===== src/rtl/vga_scanout.sv =====
// VGA timing generator and framebuffer scan-out with configurable timing, pixel scaling,
// test patterns and a pipeline aligned to the framebuffer read latency.
module vga_scanout #(
  parameter int H_ACTIVE = 640,
  parameter int H_FP     = 16,
  parameter int H_SYNC   = 96,
  parameter int H_BP     = 48,
  parameter int V_ACTIVE = 480,
  parameter int V_FP     = 10,
  parameter int V_SYNC   = 2,
  parameter int V_BP     = 33,
  parameter int SYNC_POL = 0,
  parameter int CW       = 4,
  parameter int ADDR_W   = 19,
  parameter int RD_LAT   = 1,
  parameter int SCALE_SH = 0
) (
  input  logic              clk,
  input  logic              rst,
  input  logic              en,
  input  logic [1:0]        mode,
  input  logic [3*CW-1:0]   doutb,
  output logic [ADDR_W-1:0] addrb,
  output logic [CW-1:0]     redout,
  output logic [CW-1:0]     greenout,
  output logic [CW-1:0]     blueout,
  output logic              H,
  output logic              V,
  output logic              de,
  output logic              frame_start
);

  localparam int H_TOTAL = H_ACTIVE + H_FP + H_SYNC + H_BP;
  localparam int V_TOTAL = V_ACTIVE + V_FP + V_SYNC + V_BP;
  localparam int HW      = $clog2(H_TOTAL + 1);
  localparam int VW      = $clog2(V_TOTAL + 1);
  localparam int DLY     = RD_LAT + 1;

  localparam logic [HW-1:0] HA   = HW'(H_ACTIVE);
  localparam logic [HW-1:0] HS0  = HW'(H_ACTIVE + H_FP);
  localparam logic [HW-1:0] HS1  = HW'(H_ACTIVE + H_FP + H_SYNC);
  localparam logic [HW-1:0] HMAX = HW'(H_TOTAL - 1);
  localparam logic [VW-1:0] VA   = VW'(V_ACTIVE);
  localparam logic [VW-1:0] VS0  = VW'(V_ACTIVE + V_FP);
  localparam logic [VW-1:0] VS1  = VW'(V_ACTIVE + V_FP + V_SYNC);
  localparam logic [VW-1:0] VMAX = VW'(V_TOTAL - 1);

  localparam logic [ADDR_W-1:0] LB_STEP = ADDR_W'(H_ACTIVE >> SCALE_SH);
  localparam logic [VW-1:0]     SMASK   = VW'((1 << SCALE_SH) - 1);
  localparam logic              POL     = 1'(SYNC_POL);

  typedef struct packed {
    logic       act;
    logic       hs;
    logic       vs;
    logic       first;
    logic [1:0] mode;
    logic [2:0] bar;
    logic       chk;
  } pix_t;

  logic [HW-1:0]     r_hcnt;
  logic [VW-1:0]     r_vcnt;
  logic [ADDR_W-1:0] r_line_base;
  logic [VW-1:0]     w_vnext;
  logic [HW-1:0]     w_hsc;
  pix_t              w_s0;
  pix_t              r_pipe [DLY];
  pix_t              w_d;
  logic [3*CW-1:0]   w_rgb;

  assign w_vnext = r_vcnt + VW'(1);
  assign w_hsc   = r_hcnt >> SCALE_SH;
  assign w_d     = r_pipe[DLY-1];

  always_comb begin
    w_s0       = '0;
    w_s0.act   = (r_hcnt < HA) && (r_vcnt < VA);
    w_s0.hs    = (r_hcnt >= HS0) && (r_hcnt < HS1);
    w_s0.vs    = (r_vcnt >= VS0) && (r_vcnt < VS1);
    w_s0.first = (r_hcnt == '0) && (r_vcnt == '0);
    w_s0.mode  = mode;
    w_s0.chk   = (|((r_hcnt >> 5) & HW'(1))) ^ (|((r_vcnt >> 5) & VW'(1)));
    // Bar index hcnt*8/H_ACTIVE via threshold compares against k*H_ACTIVE
    for (int unsigned k = 1; k < 8; k++) begin
      if ({r_hcnt, 3'b000} >= (HW+3)'(k * H_ACTIVE))
        w_s0.bar = w_s0.bar + 3'd1;
    end
  end

  always_comb begin
    w_rgb = '0;
    if (w_d.act) begin
      case (w_d.mode)
        2'd0:    w_rgb = doutb;
        2'd1:    w_rgb = {{CW{w_d.bar[2]}}, {CW{w_d.bar[1]}}, {CW{w_d.bar[0]}}};
        2'd2:    w_rgb = {(3*CW){w_d.chk}};
        default: w_rgb = '0;
      endcase
    end
  end

  always_ff @(posedge clk) begin
    if (!rst || !en) begin
      r_hcnt      <= '0;
      r_vcnt      <= '0;
      r_line_base <= '0;
      for (int unsigned i = 0; i < DLY; i++) r_pipe[i] <= '0;
      redout      <= '0;
      greenout    <= '0;
      blueout     <= '0;
      de          <= 1'b0;
      frame_start <= 1'b0;
      H           <= ~POL;
      V           <= ~POL;
      if (!rst) addrb <= '0;
    end else begin
      if (r_hcnt == HMAX) begin
        r_hcnt <= '0;
        if (r_vcnt == VMAX) begin
          r_vcnt      <= '0;
          r_line_base <= '0;
        end else begin
          r_vcnt <= w_vnext;
          // Line base advances once per replicated source row
          if ((w_vnext & SMASK) == '0) r_line_base <= r_line_base + LB_STEP;
        end
      end else begin
        r_hcnt <= r_hcnt + HW'(1);
      end

      if (w_s0.act) addrb <= ADDR_W'(w_hsc) + r_line_base;

      r_pipe[0] <= w_s0;
      for (int unsigned i = 1; i < DLY; i++) r_pipe[i] <= r_pipe[i-1];

      redout      <= w_rgb[3*CW-1 -: CW];
      greenout    <= w_rgb[2*CW-1 -: CW];
      blueout     <= w_rgb[CW-1 -: CW];
      de          <= w_d.act;
      frame_start <= w_d.act && w_d.first;
      H           <= w_d.hs ? POL : ~POL;
      V           <= w_d.vs ? POL : ~POL;
    end
  end

endmodule


===== config.mk =====
export PLATFORM = sky130hd
export DESIGN_NAME = vga_scanout
export DESIGN_NICKNAME = d
export VERILOG_FILES = /design/src/rtl/vga_scanout.sv
export SDC_FILE = /design/constraint.sdc
export NUM_CORES = 1
export LEC_CHECK = 0
export BUFFER_PORTS_ARGS = -buffer_cell sky130_fd_sc_hd__buf_2
export CORE_MARGIN = 3
export CORE_UTILIZATION = 30
export DETAILED_ROUTE_END_ITERATION = 12
export SETUP_SLACK_MARGIN = 0.05
export SLEW_MARGIN = 20
export SYNTH_ARGS = -nofsm -noshare
export SYNTH_HDL_FRONTEND = slang
export SYNTH_SLANG_ARGS = --single-unit

===== constraint.sdc =====
create_clock -name clk -period 3.45 [get_ports clk]
set_input_delay 0 -clock clk [delete_from_list [all_inputs] [get_ports clk]]
set_output_delay 0 -clock clk [all_outputs]
set_load 0.01 [all_outputs]

**After elaboration in Yosys (flattened, before gate mapping)**

Memories as Yosys holds them, arrays and structs flattened.
Index checks and enable logic that the tools add are counted.

- Add/subtract/negate cells: 10
- $mul: 0
- Div/mod/pow operators: 0
- $lt $le $gt $ge: 13
- Eq/ne operators: 5
- Shifts and indexed selects: 0
- Mux-type cells: 20
- Bitwise gates (word level): 4
- Reductions and logical operators: 15

Operators with widths:

| cell | number |
|---|---|
| 19-bit 2-to-1 mux | 4 |
| 13-bit by 12-bit >= comparator with 1-bit output, second input constant | 3 |
| 12-bit case mux with 3 select lines | 1 |
| 10-bit 2-to-1 mux | 3 |
| 13-bit by 11-bit >= comparator with 1-bit output, second input constant | 2 |
| 10-bit by 1-bit adder with 10-bit output, second input constant | 2 |
| 10-bit == test, second input constant | 2 |
| 10-bit logical NOT | 2 |
| 10-bit < comparator, second input constant | 2 |
| 10-bit by 9-bit < comparator with 1-bit output, second input constant | 2 |
| 10-bit by 19-bit adder with 19-bit output | 1 |
| 19-bit by 10-bit adder with 19-bit output, second input constant | 1 |
| 3-bit 2-to-1 mux | 6 |
| 3-bit by 1-bit adder with 3-bit output, second input constant | 5 |
| 13-bit by 10-bit >= comparator with 1-bit output, second input constant | 1 |
| 13-bit >= comparator, second input constant | 1 |
| 10-bit >= comparator, second input constant | 1 |
| 10-bit by 9-bit >= comparator with 1-bit output, second input constant | 1 |
| 1-bit 2-to-1 mux | 6 |
| 1-bit logical AND | 5 |
| 2-bit OR reduction | 2 |
| 1-bit by 1-bit adder with 2-bit output, second input constant | 1 |
| 2-bit by 1-bit == test with 1-bit output, second input constant | 1 |
| 2-bit == test, second input constant | 1 |
| 9 further kinds | 11 |

- Bits in registers: 74
- Latch bits: 0
- Bits in writable memories: 20
- Memory bits (read-only): 0
- Input port bits: 17
- Output and inout bits: 35
- Word-level logic and storage cells: 79
- Memories kept: 1

Memories:

| memory | depth | width | rd ports | clocked after Yosys merged registers in | write ports | line | text |
|---|---|---|---|---|---|---|---|
| r_pipe | 2 | 10 | 2 | 0 | 2 | 68 | `pix_t r_pipe [DLY];` |

**Longest topological paths before layout**

Gate-level depths: netlist (run 1).

- Word-level depth: 15
- Mapped depth: 19
- Mapped depth without buffers: 18

**Worst setup path before layout (run 1)**

Ideal clock, no wire load.

- Kind: register -> register
- From: reg r_hcnt[7]
- To: mem r_pipe[0][3] in the netlist's numbering
- Library setup time: 0.122 ns
- Data arrival time: 3.650 ns
- Data required time: 3.328 ns
- Setup slack: -0.323 ns
- Cell stages (with the launch flop): 19
- Path buffers: 2
- Period minus slack after synthesis: 3.773 ns
- Path through: dfxtp_1 -> clkbuf_1 -> or3_1 -> nor2b_1 -> ha_1 -> clkbuf_1 -> xor2_1 -> ha_1 -> xor2_1 -> o22a_1 -> o21a_1 -> ha_1 -> nand2_1 -> nand2_1 -> ha_1 -> nand3b_1 -> xnor3_1 -> nor3_1 -> nor3b_1

RTL lines:

| item | line | text |
|---|---|---|
| from (decl) | 62 | `logic [HW-1:0] r_hcnt;` |
| from (signal assigned) | 129 | `r_hcnt <= r_hcnt + HW'(1);` |
| to (decl) | 68 |  |

==> flow_summary_export.csv, run 1 <==
group,metric,value,unit
worst_hold_path,whs_endpoint,"greenout[2]",
detailed_routing,postRouteAntennaNets,0,
sta,setup_tns,0,ns
sta,max_freq,298,MHz
synth,netlist_area,0.00396,mm²
clock_tree,cts_sinks,87,
critical_path,startpoint_type,"register",
detailed_routing,route.detailed.drc,0,
detailed_routing,wl_met2,3690,µm
critical_path,worst_ep_arrival_time,3.57,ns
power_and_ir_drop,comb_power_share,0.036,
placed_design,hpwl,6020,µm
power_and_ir_drop,swShare,0.208,
critical_path,startpoint,"r_hcnt[8]",
detailed_routing,drt_iter0_drc,119,
critical_path,crit_type,"register to register",
placed_design,globalplace.congestion,0.844,
clock_tree,clock_path_buffers,2,
synth,synth_edf_count,19,
critical_path,cp_slowest_cell,"or3_4",
global_routing,antenna_found_initial,0,
worst_hold_path,min_path_cells,4,
detailed_routing,firstDrtPassIters,4,
floorplanning,ios,52,
synth,postSynthAreaPerCell,9.44,µm²
clock_tree,cts.clk_slew.worst_paths,0.06,ns
layout,fin_nets,505,
clock_tree,root_buffer,"clkbuf_16",
clock_tree,numCtsBuffers,9,
layout,syn_to_final_growth,20.9,%
global_routing,grt.total_usage,0.117,
critical_path,critPathCaptureType,"register",
critical_path,crit_required,3.66,ns
sta,worst_pin_slew,0.894,ns
sta,relSlewSlack,0.404,
floorplanning,die_x,121,µm
job,cap_violations,0,
layout,drive_above_1_share,0.211,
synth,ys_seq_area_frac,0.488,
critical_path,path_cells,"or3_4 > nor2b_4 > ha_4 > xor2_1 > ha_1 > xor2_1 > o22a_1 > o21a_1 > ha_1 > nand2_1 > nand2_1 > ha_2 > nand3b_1 > xnor3_1 > nor3_2 > nor3b_2",
clock_tree,cts_max_level,3,
power_and_ir_drop,intPower,0.00159,W
power_and_ir_drop,power_frac_seq,0.527,
power_and_ir_drop,leakage,2.01,nW
sta,finalCritPeriodShare,0.973,
placed_design,portBuffers,51,
sta,post-route-min-period,3.36,ns
sta,rsz0062_at_grt,"true",
synth,synth_top_area_share,0.344,
critical_path,cp_slowest_stage_delay,0.38,ns
clock_tree,clk_latency,0.33,ns
power_and_ir_drop,vdd_drop_max,0.210,mV
global_routing,grt_pass1_vias,2919,
synth,ys_seq_elements,87,
synth,async_flop_share,0,
floorplanning,num_rows,41,
sta,holdWs,0.0289,ns
synth,synth_most_common_cell,"dfxtp_1",
detailed_routing,top_layer,"met4",
detailed_routing,met1Wirelength,3850,µm
layout,final_core_util,0.374,
synth,ys_types,46,
detailed_routing,dr_wl_met3,451,µm
global_routing,grt_pass1_wl,13800,µm
synth,syn_nets,451,
critical_path,rr_worst_depth,16,
critical_path,r2r_slack,0.09,ns
clock_tree,cts_tree,"yes",
sta,slew_violations,0,
synth,synth_top_cells_by_count,"dfxtp_1 (68), nor2_1 (51), nand2_1 (26)",
power_and_ir_drop,p_clk_frac,0.436,
global_routing,gr-total-overflow,0,
synth,synth_ff_type,"dfxtp_1",
power_and_ir_drop,power_switching,0.000417,W
run_status,status,"finished clean",
detailed_routing,wl_per_cell,12.5,µm
floorplanning,start_util,0.310,
synth,yosys_warnings,0,
worst_hold_path,hold_start,"doutb[6]",
sta,skew,0.00783,ns
critical_path,r2r_start,"r_hcnt[8]",
detailed_routing,num_vias,3014,
global_routing,grt_max_degree,27,
synth,postSynthCellCount,419,
floorplanning,fp.dieArea,0.0146,mm²
critical_path,r2r-end,"r_pipe[0][3]",
synth,yosys.area.top_type,"dfxtp_1",
synth,yosys-top-cells-area,"dfxtp_1 (34%), edfxtp_1 (14%), nor2_1 (4.8%)",
critical_path,path_max_fanout,3,
power_and_ir_drop,power_density,420,mW/mm²
sta,final_hold_viol_count,0,
floorplanning,core_area,0.0128,mm²
sta,setup_viol,0,
detailed_routing,viasPerCell,4.64,
floorplanning,die_y,121,µm
layout,antenna_cells,0,
detailed_routing,wl,8110,µm
worst_hold_path,hold_path_class,"input port to register",
[worst max path at each step]
stage              endpoint  slack [ns]  cells past startpoint
3_5_place_dp   r_pipe[0][3]      -0.007                     18
4_1_cts        r_pipe[0][3]        0.07                     18
5_1_grt        r_pipe[0][3]       -0.07                     16
2_1_floorplan  r_pipe[0][3]       -0.02                     18
6_report       r_pipe[0][3]        0.09                     16
3_3_place_gp   r_pipe[0][3]        0.14                     18
[repair_timing]
item                       4_1_cts  5_1_grt
pin swaps                        2        6
hold endpoints to repair         2        0
resized for setup                5        5
setup buffers                    2        0
setup endpoints to repair        1        1
hold buffers                     2        0
[placed cells by master, fill, tap and decap left out, types with 12 or more instances in the layout]
| cell | instances |
|---|---|
| and3_1 | 21 |
| buf_4 | 16 |
| dfxtp_1 | 65 |
| edfxtp_1 | 19 |
| o21ai_0 | 13 |
| a21oi_1 | 23 |
| xor2_1 | 17 |
| nand2_1 | 26 |
| nor2_1 | 50 |
| ha_1 | 12 |
| nand2b_1 | 15 |
| buf_2 | 51 |
| xnor2_1 | 21 |
| a21o_1 | 15 |
[final cells by class]
cell class,count,area (µm²)
multi-input cells,295,1920
clock inverters,3,20.0
flip-flops and latches,87,1940
repair buffers,69,395
clock buffers,13,250
well taps,172,215
fillers,1293,7990
inverters,11,41.3
[power groups by stage]
stage                     Clock (W)  Sequential (W)  Combinational, W
after floorplan                   0         0.00109         0.0000357
after global placement            0         0.00108         0.0000717
after detailed placement          0         0.00108         0.0000720
after CTS                  0.000900         0.00106         0.0000742
after global routing       0.000943         0.00106         0.0000816
final                      0.000876         0.00106         0.0000729
[critical path: cells and delay by family (launching register included)]
family | cells | cell delay, ns
AOI/OAI and AO/OA | 2 | 0.32
adders and majority gates | 4 | 0.99
and+or+nand+nor | 7 | 1.05
DFF | 1 | 0.34
xor gates and xnor gates | 3 | 0.55
[registers in the layout (all words and copies together) (netlist names), 4 cells and up]
signal	cells
greenout	4
r_line_base	12
r_vcnt	10
r_pipe	20
r_hcnt	10
redout	4
addrb	19
blueout	4
[metal layers]
| metal | vias to the layer above | GRT usage |
|---|---|---|
| li1 | 1546 | - |
| met1 | 1390 | 0.152 |
| met2 | 68 | 0.181 |
| met3 | 10 | 0.0365 |
| met4 | 0 | 0.0432 |
| met5 | - | 0 |
[through the flow]
step                      setup slack (ns)  instance area, µm²  power (W)  std cells
after floorplan                    -0.0184                4020    0.00112        419
after global placement               0.141                4450    0.00115        630
after detailed placement          -0.00657                4450    0.00115        630
after CTS                           0.0735                4770    0.00203        650
after global routing               -0.0667                4780    0.00208        650
final                               0.0936                4780    0.00201        650
[cells by family (layout without fill, tap and decap cells)]
kind of cell | Yosys count | in the layout | share of synthesized area
flops | 87 | 87 | 0.488
fa+ha+maj | 15 | 15 | 0.0474
xor+xnor | 39 | 39 | 0.0898
simple gates | 172 | 172 | 0.226
mux | 3 | 3 | 0.00759
buf+inv | 37 | 96 | 0.0376
compound gates | 66 | 66 | 0.103
Power figures use the tool's default switching activity.
==> run 2: changes to the inputs <==
- clock period: 3.45 -> 4 ns (I/O delays scaled with it)
==> run 2 against run 1 <==
Net effect:
- sequential power decreased by 14%
- global-route usage shrank 0.24 points
- wire length up 0.53%
- non-clock buffer count is 8 lower
- largest power group unchanged
- clock-buffer cell count down 2
- critical path type unchanged
- via count about the same
- register-to-register slack improved by 0.18 ns
- clock power is 8.3% lower
- clock skew up 0.00068 ns
- power decreased by 11%
- combinational power shrank 15%
==> flow_summary_export.csv, run 2 (synthesized netlist as in run 1, its figures left out) <==
group,metric,value,unit
run_status,status,"finished clean",
layout,drive_above_1_share,0.170,
global_routing,grt_pass1_wl,13700,µm
power_and_ir_drop,vdd_drop_max,0.227,mV
sta,max_freq,268,MHz
floorplanning,die_y,121,µm
power_and_ir_drop,power_switching,0.000382,W
floorplanning,num_rows,41,
sta,setup_viol,0,
sta,skew,0.00851,ns
layout,reg_top3,"r_pipe (20), addrb (19), r_line_base (12)",
sta,rsz0062_at_grt,"false",
clock_tree,clock_path_buffers,2,
critical_path,path_max_fanout,7,
layout,largest_reg_flops,20,
critical_path,worst_ep_arrival_time,3.93,ns
clock_tree,cts_sinks,87,
critical_path,cpLargestDelayFamily,"adder cells",
placed_design,hpwl,6050,µm
critical_path,cp_slowest_cell,"or3_1",
clock_tree,clk_latency,0.33,ns
job,cap_violations,0,
clock_tree,root_buffer,"clkbuf_16",
sta,final_hold_viol_count,0,
floorplanning,fp.dieArea,0.0146,mm²
global_routing,grt.total_usage,0.114,
power_and_ir_drop,intPower,0.00140,W
placed_design,place_area,0.00438,mm²
worst_hold_path,hold_path_class,"input port to register",
layout,fillerInstances,1265,
layout,fin_cells,642,
critical_path,critPathBufInv,0,
power_and_ir_drop,leakage,1.99,nW
detailed_routing,wl,8160,µm
power_and_ir_drop,power,0.00178,W
detailed_routing,drt_iter0_drc,132,
detailed_routing,postRouteAntennaNets,0,
power_and_ir_drop,comb_power_share,0.035,
power_and_ir_drop,power_density,379,mW/mm²
layout,final_design_area_no_fill,0.00469,mm²
critical_path,cp_slowest_stage_delay,0.39,ns
clock_tree,cts_tree,"yes",
layout,final_common_cell,"dfxtp_1",
global_routing,grt_pass1_vias,2833,
sta,post-route-min-period,3.73,ns
floorplanning,die_x,121,µm
clock_tree,cts-resized-gates,0,
detailed_routing,firstDrtPassIters,4,
clock_tree,numCtsBuffers,9,
power_and_ir_drop,swShare,0.215,
detailed_routing,viasPerCell,4.69,
detailed_routing,num_vias,3013,
critical_path,path_common_cell,"ha_1",
placed_design,globalplace.congestion,0.847,
detailed_routing,route.detailed.drc,0,
floorplanning,start_util,0.310,
layout,antenna_cells,0,
floorplanning,ios,52,
floorplanning,core_area,0.0128,mm²
sta,relSlewSlack,0.399,
sta,finalCritPeriodShare,0.931,
clock_tree,cts_max_level,3,
placed_design,portBuffers,51,
sta,slew_violations,0,
critical_path,path_cells,"or3_1 > nor2b_1 > ha_1 > xor2_1 > ha_1 > xor2_1 > o22a_1 > o21a_1 > ha_1 > nand2_1 > nand2_1 > ha_1 > nand3b_1 > xnor3_1 > nor3_1 > nor3b_1",
layout,top_register,"r_pipe",
detailed_routing,wl_per_cell,12.7,µm
layout,syn_to_final_growth,18.5,%
power_and_ir_drop,p_clk_frac,0.452,
global_routing,gr-total-overflow,0,
layout,final_cell_mix,"dfxtp_1 (68), nor2_1 (51), buf_2 (51)",
placed_design,dp_cells,624,
critical_path,startpoint_type,"register",
clock_tree,cts.clk_slew.worst_paths,0.07,ns
power_and_ir_drop,power_frac_seq,0.514,
critical_path,crit_type,"register to register",
sta,setup_tns,0,ns
global_routing,grt_max_degree,27,
global_routing,antenna_found_initial,0,
sta,worst_pin_slew,0.901,ns
layout,fin_nets,497,
critical_path,critPathCaptureType,"register",
critical_path,crit_required,4.20,ns
[run 2: changes by cell type in the layout (fill, tap and decap cells not counted), moves of 2 or more]
cell / delta
buf_4: -8
dfxtp_2: -2
inv_6: +2
dfxtp_1: +3
ha_2: -2
clkbuf_1: -2
ha_1: +3
inv_2: -3
inv_1: +3
[run 2: worst register-to-register path, cell delays in order (launching register included)]
cell	delay [ns]
dfxtp_1	0.31
or3_1	0.39
nor2b_1	0.23
ha_1	0.37
xor2_1	0.21
ha_1	0.30
xor2_1	0.15
o22a_1	0.22
o21a_1	0.12
ha_1	0.29
nand2_1	0.08
nand2_1	0.06
ha_1	0.20
nand3b_1	0.10
xnor3_1	0.32
nor3_1	0.18
nor3b_1	0.07
[run 2: cell type report]
class	instances	area, µm²	area share
inverters	11	41.3	0.00880
clock inverters	5	36.3	0.00774
repair buffers	61	335	0.0715
flip-flops and latches	87	1930	0.412
multi-input cells	295	1880	0.400
well taps	172	215	0.0459
clock buffers	11	254	0.0542
[run 2: power groups by stage]
stage	Clock (W)	Sequential [W]	Combinational, W
finish	0.000803	0.000914	0.0000619
global route	0.000863	0.000915	0.0000697
CTS	0.000826	0.000914	0.0000634
detailed placement	0	0.000933	0.0000614
global placement	0	0.000933	0.0000613
floorplan	0	0.000936	0.0000308
[run 2: timing repair]
item                                   CTS  global route
buffers inserted                         0             0
hold buffers                             2             0
endpoints found under the hold margin    2             0
[run 2: worst paths after layout]
| kind | from | slack (ns) | end | cells after the start |
|---|---|---|---|---|
| max | r_hcnt[7] | 0.27 | r_pipe[0][3] | 16 |
| max reg2reg | r_hcnt[7] | 0.27 | r_pipe[0][3] | 16 |
| min | doutb[7] | 0.02 | greenout[3] | 4 |
| min reg2reg | r_pipe[0][18] | 0.36 | H | 1 |
[run 2: through the flow]
step	hold WS, ns	util	setup slack [ns]
after global placement	0.247	0.343	0.419
after detailed placement	0.257	0.343	0.285
after CTS	0.0185	0.367	0.275
final	0.0249	0.367	0.274
after global routing	0.0372	0.367	0.0933
after floorplan	0.159	-	0.227
[run 2: routing by layer]
layer	GRT usage	part of all wire
met5	0	0
met4	0.0326	0.013
met3	0.0267	0.045
met2	0.184	0.46
met1	0.153	0.48
==> run 3: changes to the inputs <==
- SETUP_SLACK_MARGIN: 0.05 -> 0.2
- clock period: 4 -> 3.1 ns (I/O delays scaled with it)
==> run 3 against run 2 <==
Net effect:
- final cell count is 4.4% higher
- utilization increased by 2.2 points
- critical path depth unchanged
- the run now ends with negative setup slack left
- sequential cell count stayed put
- hold slack better by 0.0036 ns
==> flow_summary_export.csv, run 3 (synthesized netlist as in run 1, its figures left out) <==
group,metric,value,unit
detailed_routing,num_vias,3095,
global_routing,gr-total-overflow,0,
floorplanning,num_rows,41,
detailed_routing,firstDrtPassIters,4,
global_routing,grt.total_usage,0.121,
detailed_routing,wl,8430,µm
layout,fin_nets,525,
detailed_routing,drt_iter0_drc,182,
critical_path,crit_required,3.31,ns
clock_tree,numCtsBuffers,9,
sta,post-route-min-period,3.38,ns
global_routing,grt_pass1_wl,14400,µm
sta,holdWs,0.0285,ns
sta,setup_tns,-0.387,ns
clock_tree,cts_sinks,87,
sta,skew,0.00811,ns
sta,final_hold_viol_count,0,
critical_path,crit_type,"register to register",
floorplanning,die_x,121,µm
sta,relSlewSlack,0.562,
floorplanning,ios,52,
floorplanning,start_util,0.310,
run_status,violations,"negative setup slack",
layout,antenna_cells,0,
placed_design,dp_cells,641,
detailed_routing,wl_per_cell,12.6,µm
sta,finalCritPeriodShare,1.09,
critical_path,cp_slowest_stage_delay,0.40,ns
floorplanning,fp.dieArea,0.0146,mm²
layout,fillerInstances,1245,
detailed_routing,viasPerCell,4.62,
worst_hold_path,hold_path_class,"input port to register",
placed_design,hpwl,6140,µm
floorplanning,core_area,0.0128,mm²
sta,setup_ws,-0.284,ns
clock_tree,clock_path_buffers,2,
critical_path,startpoint_type,"register",
layout,final-seq-area,0.00193,mm²
sta,max_freq,296,MHz
critical_path,rr_worst_depth,16,
layout,final_common_cell,"dfxtp_1",
global_routing,grt_pass1_vias,3032,
detailed_routing,route.detailed.drc,0,
critical_path,path_max_fanout,3,
placed_design,portBuffers,51,
critical_path,path_cells,"or3_4 > nor2b_4 > ha_4 > xor2_1 > ha_1 > xor2_1 > o22a_1 > o21a_1 > ha_1 > nand2_1 > nand2_1 > ha_2 > nand3b_1 > xnor3_1 > nor3_2 > nor3b_2",
sta,setup_viol,2,
clock_tree,cts_max_level,3,
layout,syn_to_final_growth,25.7,%
run_status,status,"finished with violations",
layout,multiInputGateArea,0.00193,mm²
placed_design,globalplace.congestion,0.814,
clock_tree,root_buffer,"clkbuf_16",
sta,rsz0062_at_grt,"true",
layout,top_register,"r_pipe",
worst_hold_path,min_path_cells,4,
layout,largest_reg_flops,20,
global_routing,antenna_found_initial,0,
layout,final_cell_mix,"dfxtp_1 (66), nor2_1 (51), buf_2 (51)",
global_routing,grt_max_degree,27,
clock_tree,cts.clk_slew.worst_paths,0.06,ns
critical_path,cp_slowest_cell,"or3_4",
sta,worst_pin_slew,0.650,ns
floorplanning,die_y,121,µm
clock_tree,cts_tree,"yes",
detailed_routing,postRouteAntennaNets,0,
sta,slew_violations,0,
power_and_ir_drop,power_density,456,mW/mm²
layout,reg_top3,"r_pipe (20), addrb (19), r_line_base (12)",
job,cap_violations,0,
power_and_ir_drop,vdd_drop_max,0.241,mV
critical_path,critPathCaptureType,"register",
critical_path,worst_ep_arrival_time,3.59,ns
layout,fin_cells,670,
layout,drive_above_1_share,0.241,
power_and_ir_drop,leakage,2.13,nW
clock_tree,clk_latency,0.33,ns
-- run 3: cell count changes in the layout (fill, tap and decap cells not counted), sizes merged --
cell	before	now
clkinv	1	2
inv	14	13
buf	59	87
-- run 3: final cells by class --
| type | instances | share of cell area |
|---|---|---|
| clock buffers | 11 | 0.0488 |
| clock inverters | 5 | 0.00856 |
| inverters | 11 | 0.00881 |
| multi-input cells | 295 | 0.388 |
| flip-flops and latches | 87 | 0.389 |
| well taps | 172 | 0.0433 |
| repair buffers | 89 | 0.113 |
-- run 3: worst paths after layout --
path	start	endpoint	slack (ns)
setup / recovery	r_hcnt[7]	r_pipe[0][3]	-0.28
hold / removal	doutb[5]	greenout[1]	0.03
setup reg to reg	r_hcnt[7]	r_pipe[0][3]	-0.28
hold reg to reg	r_pipe[0][18]	H	0.36
-- run 3: stage by stage --
stage	utilization	area (µm²)	total power [W]	setup slack [ns]
6_report	0.389	4970	0.00227	-0.284
2_1_floorplan	-	4020	0.00125	-0.368
5_1_grt	0.389	4970	0.00236	-0.423
3_5_place_dp	0.355	4540	0.00129	-0.308
3_3_place_gp	0.355	4540	0.00128	-0.162
4_1_cts	0.388	4950	0.00230	-0.246
-- run 3: what timing repair did --
| item | CTS | global route |
|---|---|---|
| pin swaps | 6 | 2 |
| gates resized for setup | 12 | 1 |
| buffers inserted | 9 | 2 |
| hold endpoints to repair | 2 | 0 |
| setup endpoints to repair | 2 | 2 |
| hold buffers | 2 | 0 |
-- run 3: power breakdown --
part / internal (W) / total [W] / switching [W] / leakage [nW]
clock: 0.000574 / 0.00101 / 0.000432 / 0.138
sequential: 0.00117 / 0.00118 / 0.00000550 / 0.758
combinational: 0.0000351 / 0.0000844 / 0.0000493 / 1.23
total: 0.00178 / 0.00227 / 0.000487 / 2.13
-- run 3: metal layers --
metal  routed length, µm  vias to the layer above  part of all wire  track usage
met2                3870                       75              0.46        0.190
met3                 438                        9             0.052       0.0276
met1                4020                     1427              0.48        0.166
li1                    -                     1584                 -            -
met5                   0                        -                 0            0
met4                  98                        0             0.012       0.0319
-- run 3: critical path, delay by kind of cell, from the launching register on --
kind / cells / cell delay (ns)
XOR/XNOR: 3 / 0.57
AND/OR/NAND/NOR: 7 / 1.09
AO/OA/AOI/OAI: 2 / 0.32
flip-flops: 1 / 0.31
adder cells (fa/ha/maj): 4 / 0.97
